File: config.mk
export PLATFORM = sky130hd
export DESIGN_NAME = sync_fifo_wr_arb
export DESIGN_NICKNAME = d
export VERILOG_FILES = /design/src/rtl/sync_fifo_wr_arb.sv
export SDC_FILE = /design/constraint.sdc
export NUM_CORES = 1
export LEC_CHECK = 0
export CAP_MARGIN = 20
export CORE_MARGIN = 1.5
export CORE_UTILIZATION = 36
export DETAILED_ROUTE_END_ITERATION = 16
export HOLD_SLACK_MARGIN = 0.12
export PLACE_DENSITY_LB_ADDON = 0.3
export SLEW_MARGIN = 20
export SYNTH_ARGS = -nofsm -noshare
export SYNTH_HDL_FRONTEND = slang
export SYNTH_SLANG_ARGS = --single-unit
File: constraint.sdc
create_clock -name clk_i -period 2.3 [get_ports clk_i]
set_input_delay 0.345 -clock clk_i [delete_from_list [all_inputs] [get_ports clk_i]]
set_output_delay 0.345 -clock clk_i [all_outputs]
set_load 0.01 [all_outputs]
File: src/rtl/sync_fifo_wr_arb.sv
// sync_fifo_wr_arb: round-robin write-port arbiter that shares one sync_fifo between NUM_REQ
// producers. One producer is granted per beat. Its data is muxed onto the FIFO write port with
// zero-cycle accept. A granted producer keeps the port for up to MAX_BURST consecutive beats.
//
// Optional feature: define FIFO_ARB_STATS_EN to add beat_cnt_o. It holds one 16-bit saturating
// accepted-beat counter per producer.
//
// Ports:
//   clk_i           clock
//   rstn_i          synchronous reset, active low
//   req_i           req_i[i]=1: producer i presents a beat on slice i of req_data_i
//   req_data_i      slice i = req_data_i[i*DATA_WID +: DATA_WID]
//   gnt_o           one-hot/zero; gnt_o[i]=1: beat of producer i accepted this cycle
//   fifo_full_i     downstream sync_fifo full
//   fifo_wr_en_o    downstream wr_en (= |gnt_o)
//   fifo_data_in_o  data of granted producer, else 0
//   owner_o         locked producer index, 0 when idle
//   beat_cnt_o      (FIFO_ARB_STATS_EN only) per-producer accepted-beat counters
//   busy_o          1 while a burst lock is held
module sync_fifo_wr_arb #(
  parameter int unsigned NUM_REQ   = 4,
  parameter int unsigned DATA_WID  = 8,
  parameter int unsigned MAX_BURST = 4
) (
  input  logic                          clk_i,
  input  logic                          rstn_i,
  input  logic [NUM_REQ-1:0]            req_i,
  input  logic [NUM_REQ*DATA_WID-1:0]   req_data_i,
  output logic [NUM_REQ-1:0]            gnt_o,
  input  logic                          fifo_full_i,
  output logic                          fifo_wr_en_o,
  output logic [DATA_WID-1:0]           fifo_data_in_o,
  output logic [$clog2(NUM_REQ)-1:0]    owner_o,
`ifdef FIFO_ARB_STATS_EN
  output logic [NUM_REQ*16-1:0]         beat_cnt_o,
`endif
  output logic                          busy_o
);

  localparam int unsigned IdxW  = $clog2(NUM_REQ);
  localparam int unsigned BeatW = $clog2(MAX_BURST + 1);

  typedef logic [IdxW-1:0] idx_t;
  typedef enum logic [0:0] {StIdle, StBurst} state_e;

  state_e           state_q;
  idx_t             rr_ptr_q;
  idx_t             owner_q;
  logic [BeatW-1:0] beats_q;

  idx_t sel;
  logic sel_vld;
  logic accept;

  function automatic idx_t next_idx(input idx_t i);
    return (32'(i) == NUM_REQ - 1) ? '0 : i + idx_t'(1);
  endfunction

  // Selection: round-robin scan from rr_ptr_q when idle, locked owner during a burst.
  always_comb begin
    int unsigned scan;
    scan    = 0;
    sel     = owner_q;
    sel_vld = 1'b0;
    if (state_q == StIdle) begin
      sel = '0;
      for (int unsigned k = 0; k < NUM_REQ; k++) begin
        scan = 32'(rr_ptr_q) + k;
        if (scan >= NUM_REQ) scan = scan - NUM_REQ;
        if (!sel_vld && req_i[idx_t'(scan)]) begin
          sel     = idx_t'(scan);
          sel_vld = 1'b1;
        end
      end
    end else begin
      sel_vld = req_i[owner_q];
    end
  end

  assign accept = sel_vld & ~fifo_full_i & rstn_i;

  always_comb begin
    gnt_o          = '0;
    fifo_data_in_o = '0;
    if (accept) begin
      gnt_o[sel]     = 1'b1;
      fifo_data_in_o = req_data_i[32'(sel)*DATA_WID +: DATA_WID];
    end
  end

  assign fifo_wr_en_o = accept;
  assign owner_o      = owner_q;
  assign busy_o       = (state_q == StBurst);

  always_ff @(posedge clk_i) begin
    if (!rstn_i) begin
      state_q  <= StIdle;
      rr_ptr_q <= '0;
      owner_q  <= '0;
      beats_q  <= '0;
    end else begin
      unique case (state_q)
        StIdle: begin
          if (accept) begin
            if (MAX_BURST > 1) begin
              state_q <= StBurst;
              owner_q <= sel;
              beats_q <= BeatW'(1);
            end else begin
              rr_ptr_q <= next_idx(sel);
            end
          end
        end
        StBurst: begin
          // Owner withdrew: release without a grant this cycle (one-cycle bubble).
          if (!req_i[owner_q]) begin
            state_q  <= StIdle;
            rr_ptr_q <= next_idx(owner_q);
            owner_q  <= '0;
            beats_q  <= '0;
          end else if (accept) begin
            if (beats_q + BeatW'(1) == BeatW'(MAX_BURST)) begin
              state_q  <= StIdle;
              rr_ptr_q <= next_idx(owner_q);
              owner_q  <= '0;
              beats_q  <= '0;
            end else begin
              beats_q <= beats_q + BeatW'(1);
            end
          end
          // Full with owner requesting: stall, lock and beat count held.
        end
        default: state_q <= StIdle;
      endcase
    end
  end

`ifdef FIFO_ARB_STATS_EN
  logic [15:0] cnt_q [NUM_REQ];

  for (genvar i = 0; i < NUM_REQ; i++) begin : g_stats
    always_ff @(posedge clk_i) begin
      if (!rstn_i) begin
        cnt_q[i] <= '0;
      end else if (gnt_o[i] && cnt_q[i] != 16'hFFFF) begin
        cnt_q[i] <= cnt_q[i] + 16'd1;
      end
    end
    assign beat_cnt_o[i*16 +: 16] = cnt_q[i];
  end
`endif

endmodule
==> results of run 1 <==
## logic make-up after synthesis
kind of cell    share of synthesized area [%]
buf+inv                                 6.714
xor+xnor                                1.000
flops                                   18.29
compound gates                          23.43
fa+ha+maj                               4.286
mux                                     24.29
simple gates                            22.00
## synthesized netlist by cell type, types with 2 or more instances
library cell,instances
inv_1,3
clkbuf_1,2
o22ai_1,8
o21ai_0,5
mux2i_1,19
dfxtp_1,8
nand4bb_1,2
ha_1,3
a21oi_1,5
nand2b_1,2
nand3_1,3
nor2_1,9
nor3_1,2
nand2_1,7
nor2b_1,8
## how the worst max path moves through the flow
stage	startpoint	to	cells past startpoint
2_1_floorplan	owner_o[0]	fifo_data_in_o[0]	4
3_3_place_gp	req_i[1]	fifo_data_in_o[6]	9
3_5_place_dp	req_i[1]	fifo_data_in_o[0]	9
4_1_cts	rr_ptr_q[1]	fifo_data_in_o[2]	10
5_1_grt	rr_ptr_q[1]	fifo_data_in_o[1]	12
6_report	rr_ptr_q[1]	fifo_data_in_o[2]	12
## worst min-delay path, stage by stage, from the launching register on
cell	delay (ps)
dfxtp_1	320
a21oi_1	120
nor2b_1	50
## state kept, by name (all words and copies together) (netlist names)
register / flops
busy_o: 1
owner_o: 2
rr_ptr_q: 2
beats_q: 3
## layer usage
layer | part of all wire (%) | up-vias
met3 | 6.7 | 16
li1 | - | 591
met2 | 54 | 84
met5 | 0 | -
met1 | 37 | 626
met4 | 2.0 | 0
## report_power, final
part	switching, mW	internal, mW	total [mW]	leakage (nW)
Combinational	0.144	0.211	0.355	0.824
Clock	0.0536	0.0601	0.114	0.0138
Sequential	0.00985	0.145	0.155	0.0665
## layout make-up
| type | instances | area share (%) |
|---|---|---|
| timing repair buffer | 98 | 48.79 |
| multi-input combinational | 89 | 38.83 |
| sequential | 8 | 8.579 |
| tap | 28 | 1.834 |
| clock buffer | 3 | 1.179 |
| inverter | 4 | 0.7859 |
## stage by stage
stage	hold WS [ps]	util (%)
4_1_cts	540.0	81.19
3_5_place_dp	530.4	71.42
2_1_floorplan	462.5	-
3_3_place_gp	515.9	71.42
6_report	544.4	84.74
5_1_grt	585.6	84.74
## timing repair
action / in CTS / in global routing
pin swaps: 14 / 8
endpoints found under the setup margin: 13 / 13
resized for setup: 75 / 31
buffers inserted: 16 / 4
hold buffers: 0 / 0
cloned: 3 / 1
==> metrics, run 1 <==
Port Buf Inserts=54; RR Endpoint=owner_o[0]; Die W=52.33 um; yosys warns=0; Routability Congestion=0.8802; routed vias=1317; sequential fraction of the synthesis area=between 10% and 20%; Inst Count DP=205; HPWL after DPL=2416 um; Critical Path Most Common Cell=buf_6; post-route cell area=1911 um^2; Leakage=0.9046 nW; launching point of the worst reg2reg path=rr_ptr_q[1]; ys async rst share=0%; initial drt markers=40; fmax=383.4 MHz; power density cells=around 330 nW/um^2; post-route ant nets=0; Worst EP required=slightly below 2000 ps; Setup crit start kind=flip-flop; RSZ-0062 raised after global routing=true; DRC errors left=0; vias in the first global route=1306; final setup fails=12; Post-synth EDFFs=0; GR Overflow Total=0; most crowded layer after global routing=met2; Register Area=163.9 um^2; area share of the leading cell type in the synthesized netlist=21.71%; outcome=finished, violations left; Root Driver=clkbuf_4; CP Cell Sequence=buf_6 -> buf_6 -> nand4bb_1 -> nand2_1 -> a21oi_2 -> a22oi_2 -> buf_4 -> clkbuf_16 -> buf_8 -> mux2i_1 -> o22ai_1 -> buf_2; IO Count=55; post-place instance area=about 1600 um^2; crit path DAT=about 2300 ps; Max stage delay on crit path=between 300 and 400 ps; commonest register cell after synthesis=dfxtp_1; First-pass DRT Iterations=4; final period utilization=113.4%; clk_skew=7.910 ps; H-tree depth=1; Cell Rows=17; GR met3 Demand/Resource=6.857%; clk_lat worst skew=260 ps; Hold Path Depth=2; layout net count=~250; Slew HR=between 60% and 70%; Multi-input gate area=between 700 and 800 um^2; Syn Inst Count=106; failing checks=negative setup slack; final setup TNS=-1874 ps; top post-synthesis cells by area=mux2i_1 (22%), dfxtp_1 (18%), nor2b_1 (5.7%); Tightest Pin Transition=slightly below 500 ps; mean post-synth cell area=8.263 um^2; Synth-to-Final Area Change=118.1%; crit path capture type=output port; crit path max fanout=4; final worst slack=-308.6 ps; register bit count reported by yosys=8; crit path kind=flip-flop to output port; final-report hold violation count=0; Hold Path End=beats_q[1]; Worst VDD drop=296.2 uV; met1 track utilization from global routing=35.94%; initial core utilization=38.85%; CTS tree=done; cells on worst reg2reg path=11; antenna diode instance count=0; Power Total=approximately 0.62 mW; slowest CP cell=dfxtp_2; CP bufs+invs=6; path type of the worst min-delay path=flip-flop to flip-flop; syn_nets=148; wire per inst=20.45 um; antenna violations before repair=0; post-route minimum period=2609 ps; Die H=between 50 and 60 um; pre-CTS WS=-702.8 ps; number of CTS-inserted buffers=3; hold_sp=beats_q[1]; most frequent cells in the layout=clkdlybuf4s50_1 (37), buf_4 (29), mux2i_1 (16); dominant cell type by area after synthesis=mux2i_1; core area=2255 um^2; drt total wl=4703 um; share of cells above drive strength 1=44.06%; CP delay by family, top=buffers and inverters; die area=2738 um^2; Clock Pin Slew Worst Setup and Hold Paths=60 ps; first-pass GRT wire length=6527 um; reg2reg setup slack=160 ps; Mapped Area=roughly 880 um^2; Via density=5.726; met2 Use GR=62.50%; Finished Layout Cells=230; most common cell after layout, fill and taps aside=clkdlybuf4s50_1; post-synth cell types=35; Slew Limit Fails=0; clock sinks=8; GRT Util Overall=roughly a third; Clock Tree Buf Depth=2; largest net degree at the start of global routing=11; FILL cells=133; max cap viols=0
No activity file was read; power rests on OpenSTA's default activity.
==> inputs of run 2 (changes only) <==
--- a/config.mk
+++ b/config.mk
@@ -11,6 +11,7 @@
 export DETAILED_ROUTE_END_ITERATION = 16
 export HOLD_SLACK_MARGIN = 0.12
 export PLACE_DENSITY_LB_ADDON = 0.3
+export RECOVER_POWER = 100
 export SLEW_MARGIN = 20
 export SYNTH_ARGS = -nofsm -noshare
 export SYNTH_HDL_FRONTEND = slang
==> run 2 against run 1 <==
The run still ends with negative setup slack left. Via count is 0.76% lower. Flip-flop and latch count unchanged. Clock-buffer cell count unchanged. Die area stayed put. Non-clock buffer count unchanged. Global-route usage unchanged. Power decreased by 0.22%. Critical path depth did not move. Clock skew decreased by 0.80 ps. Final area fell by 0.26%. Setup slack worse by 8.0 ps. Cell count did not move.
==> metrics, run 2 (same netlist as run 1, synthesis figures left out) <==
crit path kind=flip-flop to output port; most frequent cells in the layout=clkdlybuf4s50_1 (34), buf_4 (27), mux2i_1 (16); Cell Rows=17 (unchanged); die area=2738 um^2 (unchanged); Slew Limit Fails=0 (unchanged); Die W=52.33 um (unchanged); final worst slack=-316.5 ps (-7.976 ps); Die H=52.33 um (unchanged); Hold Buf Count CTS=0 (unchanged); Power Total=0.6221 mW (-0.22%); clk_lat worst skew=270 ps (about the same); antenna diode instance count=0 (unchanged); Routability Congestion=0.8802 (unchanged); Leakage=0.9066 nW (+0.22%); post-route cell area=1906 um^2 (-0.26%); HPWL after DPL=2416 um (unchanged); RSZ-0062 raised after global routing=true; Slew HR=68.59% (+1.3 points); Clock Tree Buf Depth=2 (unchanged); initial core utilization=38.85% (unchanged); clk_skew=7.112 ps (-0.7983 ps); largest net degree at the start of global routing=11 (unchanged); first-pass GRT wire length=6527 um (unchanged); GR Overflow Total=0 (unchanged); max reg flops=3 (unchanged); max cap viols=0 (unchanged); Finished Layout Cells=230 (unchanged); final setup fails=13 (+1); layout net count=246 (unchanged); failing checks=negative setup slack; Root Driver=clkbuf_4; crit path DAT=2270 ps (about the same); Max stage delay on crit path=340 ps (about the same); fmax=382.2 MHz (-0.30%); CP Cell Sequence=buf_6 -> buf_6 -> nand4bb_1 -> nand2_1 -> a21oi_2 -> a22oi_2 -> buf_4 -> clkbuf_16 -> buf_8 -> mux2i_1 -> o22ai_1 -> buf_2; number of CTS-inserted buffers=3 (unchanged); cells on worst reg2reg path=11 (unchanged); drt total wl=4727 um (+0.51%); Setup crit start kind=flip-flop; post-place instance area=1610 um^2 (unchanged); final setup TNS=-2061 ps (-186.7 ps); core area=2255 um^2 (unchanged); reg2reg setup slack=180 ps (+20 ps); routed vias=1307 (-0.76%); post-route minimum period=2617 ps (+7.976 ps); Port Buf Inserts=54 (unchanged); crit path capture type=output port; GRT Util Overall=33.00% (unchanged); most flop-heavy register=beats_q; Tightest Pin Transition=470.2 ps (-19.86 ps); path type of the worst min-delay path=flip-flop to flip-flop; power density cells=326.4 nW/um^2 (about the same); Inst Count DP=205 (unchanged); Hold Path Depth=2 (unchanged); final-report hold violation count=0 (unchanged); H-tree depth=1 (unchanged); post-route ant nets=0 (unchanged); wire per inst=20.55 um (+0.51%); Synth-to-Final Area Change=117.6%; IO Count=55 (unchanged); Critical Path Most Common Cell=buf_6; clock sinks=8 (unchanged); slowest CP cell=dfxtp_2; Clock Pin Slew Worst Setup and Hold Paths=60 ps (about the same); outcome=finished, violations left; CTS tree=done; share of cells above drive strength 1=43.07% (-0.99 points); Worst VDD drop=294.2 uV (-0.69%); crit path max fanout=4 (unchanged); initial drt markers=35 (-13%); antenna violations before repair=0 (unchanged); FILL cells=135 (+1.5%); final period utilization=113.8% (+0.35 points); vias in the first global route=1306 (unchanged); Worst EP required=1960 ps (about the same); most common cell after layout, fill and taps aside=clkdlybuf4s50_1; Via density=5.683 (-0.76%); DRC errors left=0 (unchanged); First-pass DRT Iterations=4 (unchanged)
[run 2: cell types whose count changed in the layout (fill, tap and decap cells not counted)]
cell | previous run | this run
clkbuf_1 | 0 | 1
dfxtp_1 | 5 | 6
clkdlybuf4s50_1 | 37 | 34
clkbuf_4 | 3 | 4
dfxtp_2 | 3 | 2
dlygate4sd3_1 | 0 | 3
buf_4 | 29 | 27
[run 2: cell type report]
class	instances	area [um^2]	area share (%)
repair buffers	98	928.4	48.72
multi-input cells	89	742.0	38.94
inverters	4	15.01	0.7879
flip-flops and latches	8	162.7	8.536
well taps	28	35.03	1.838
clock buffers	3	22.52	1.182
[run 2: timing repair]
action,in CTS,in global routing
hold endpoints to repair,0,0
gates resized for setup,75,31
pin swaps,14,8
buffers inserted,16,4
endpoints found under the setup margin,13,13
gates cloned,3,1
[run 2: routing by layer]
metal,vias up,track usage (%),share of wire (%)
li1,592,-,-
met5,-,0,0
met1,622,35.94,37
met2,78,62.50,54
met3,15,6.857,7.6
met4,0,10.26,2.0
[run 2: path summary, 6_finish.rpt]
path                                   from                end
worst min register to register   beats_q[1]         beats_q[1]
worst min-delay path             beats_q[1]         beats_q[1]
worst max register to register  rr_ptr_q[1]         owner_o[0]
worst max-delay path            rr_ptr_q[1]  fifo_data_in_o[2]
[run 2: critical path: cells and delay by family, from the launching register on]
kind,cells,cell delay (ps)
buffers and inverters,6,760
AO/OA/AOI/OAI,3,430
flip-flops,1,340
AND/OR/NAND/NOR,2,240
multiplexers,1,220
[run 2: through the flow]
step | worst slack [ps] | hold slack, ps | utilization (%)
finish | -316.5 | 541.6 | 84.52
global route | -371.3 | 585.6 | 84.52
CTS | -225.1 | 540.0 | 81.19
detailed placement | -702.8 | 530.4 | 71.42
global placement | -635.0 | 515.9 | 71.42
floorplan | 274.1 | 462.5 | -
[run 2: report_power, final]
part	internal [mW]	switching, mW	total [mW]
Clock	0.0601	0.0542	0.114
Combinational	0.209	0.144	0.353
Sequential	0.145	0.00972	0.155
==> inputs of run 3 (changes only) <==
--- a/config.mk
+++ b/config.mk
@@ -8,11 +8,11 @@
 export CAP_MARGIN = 20
 export CORE_MARGIN = 1.5
 export CORE_UTILIZATION = 36
+export CTS_CLUSTER_SIZE = 40
 export DETAILED_ROUTE_END_ITERATION = 16
 export HOLD_SLACK_MARGIN = 0.12
 export PLACE_DENSITY_LB_ADDON = 0.3
 export RECOVER_POWER = 100
-export SLEW_MARGIN = 20
 export SYNTH_ARGS = -nofsm -noshare
 export SYNTH_HDL_FRONTEND = slang
 export SYNTH_SLANG_ARGS = --single-unit
==> results of run 3 <==
The final DEF is identical to that of run 2; final timing and power are the same.
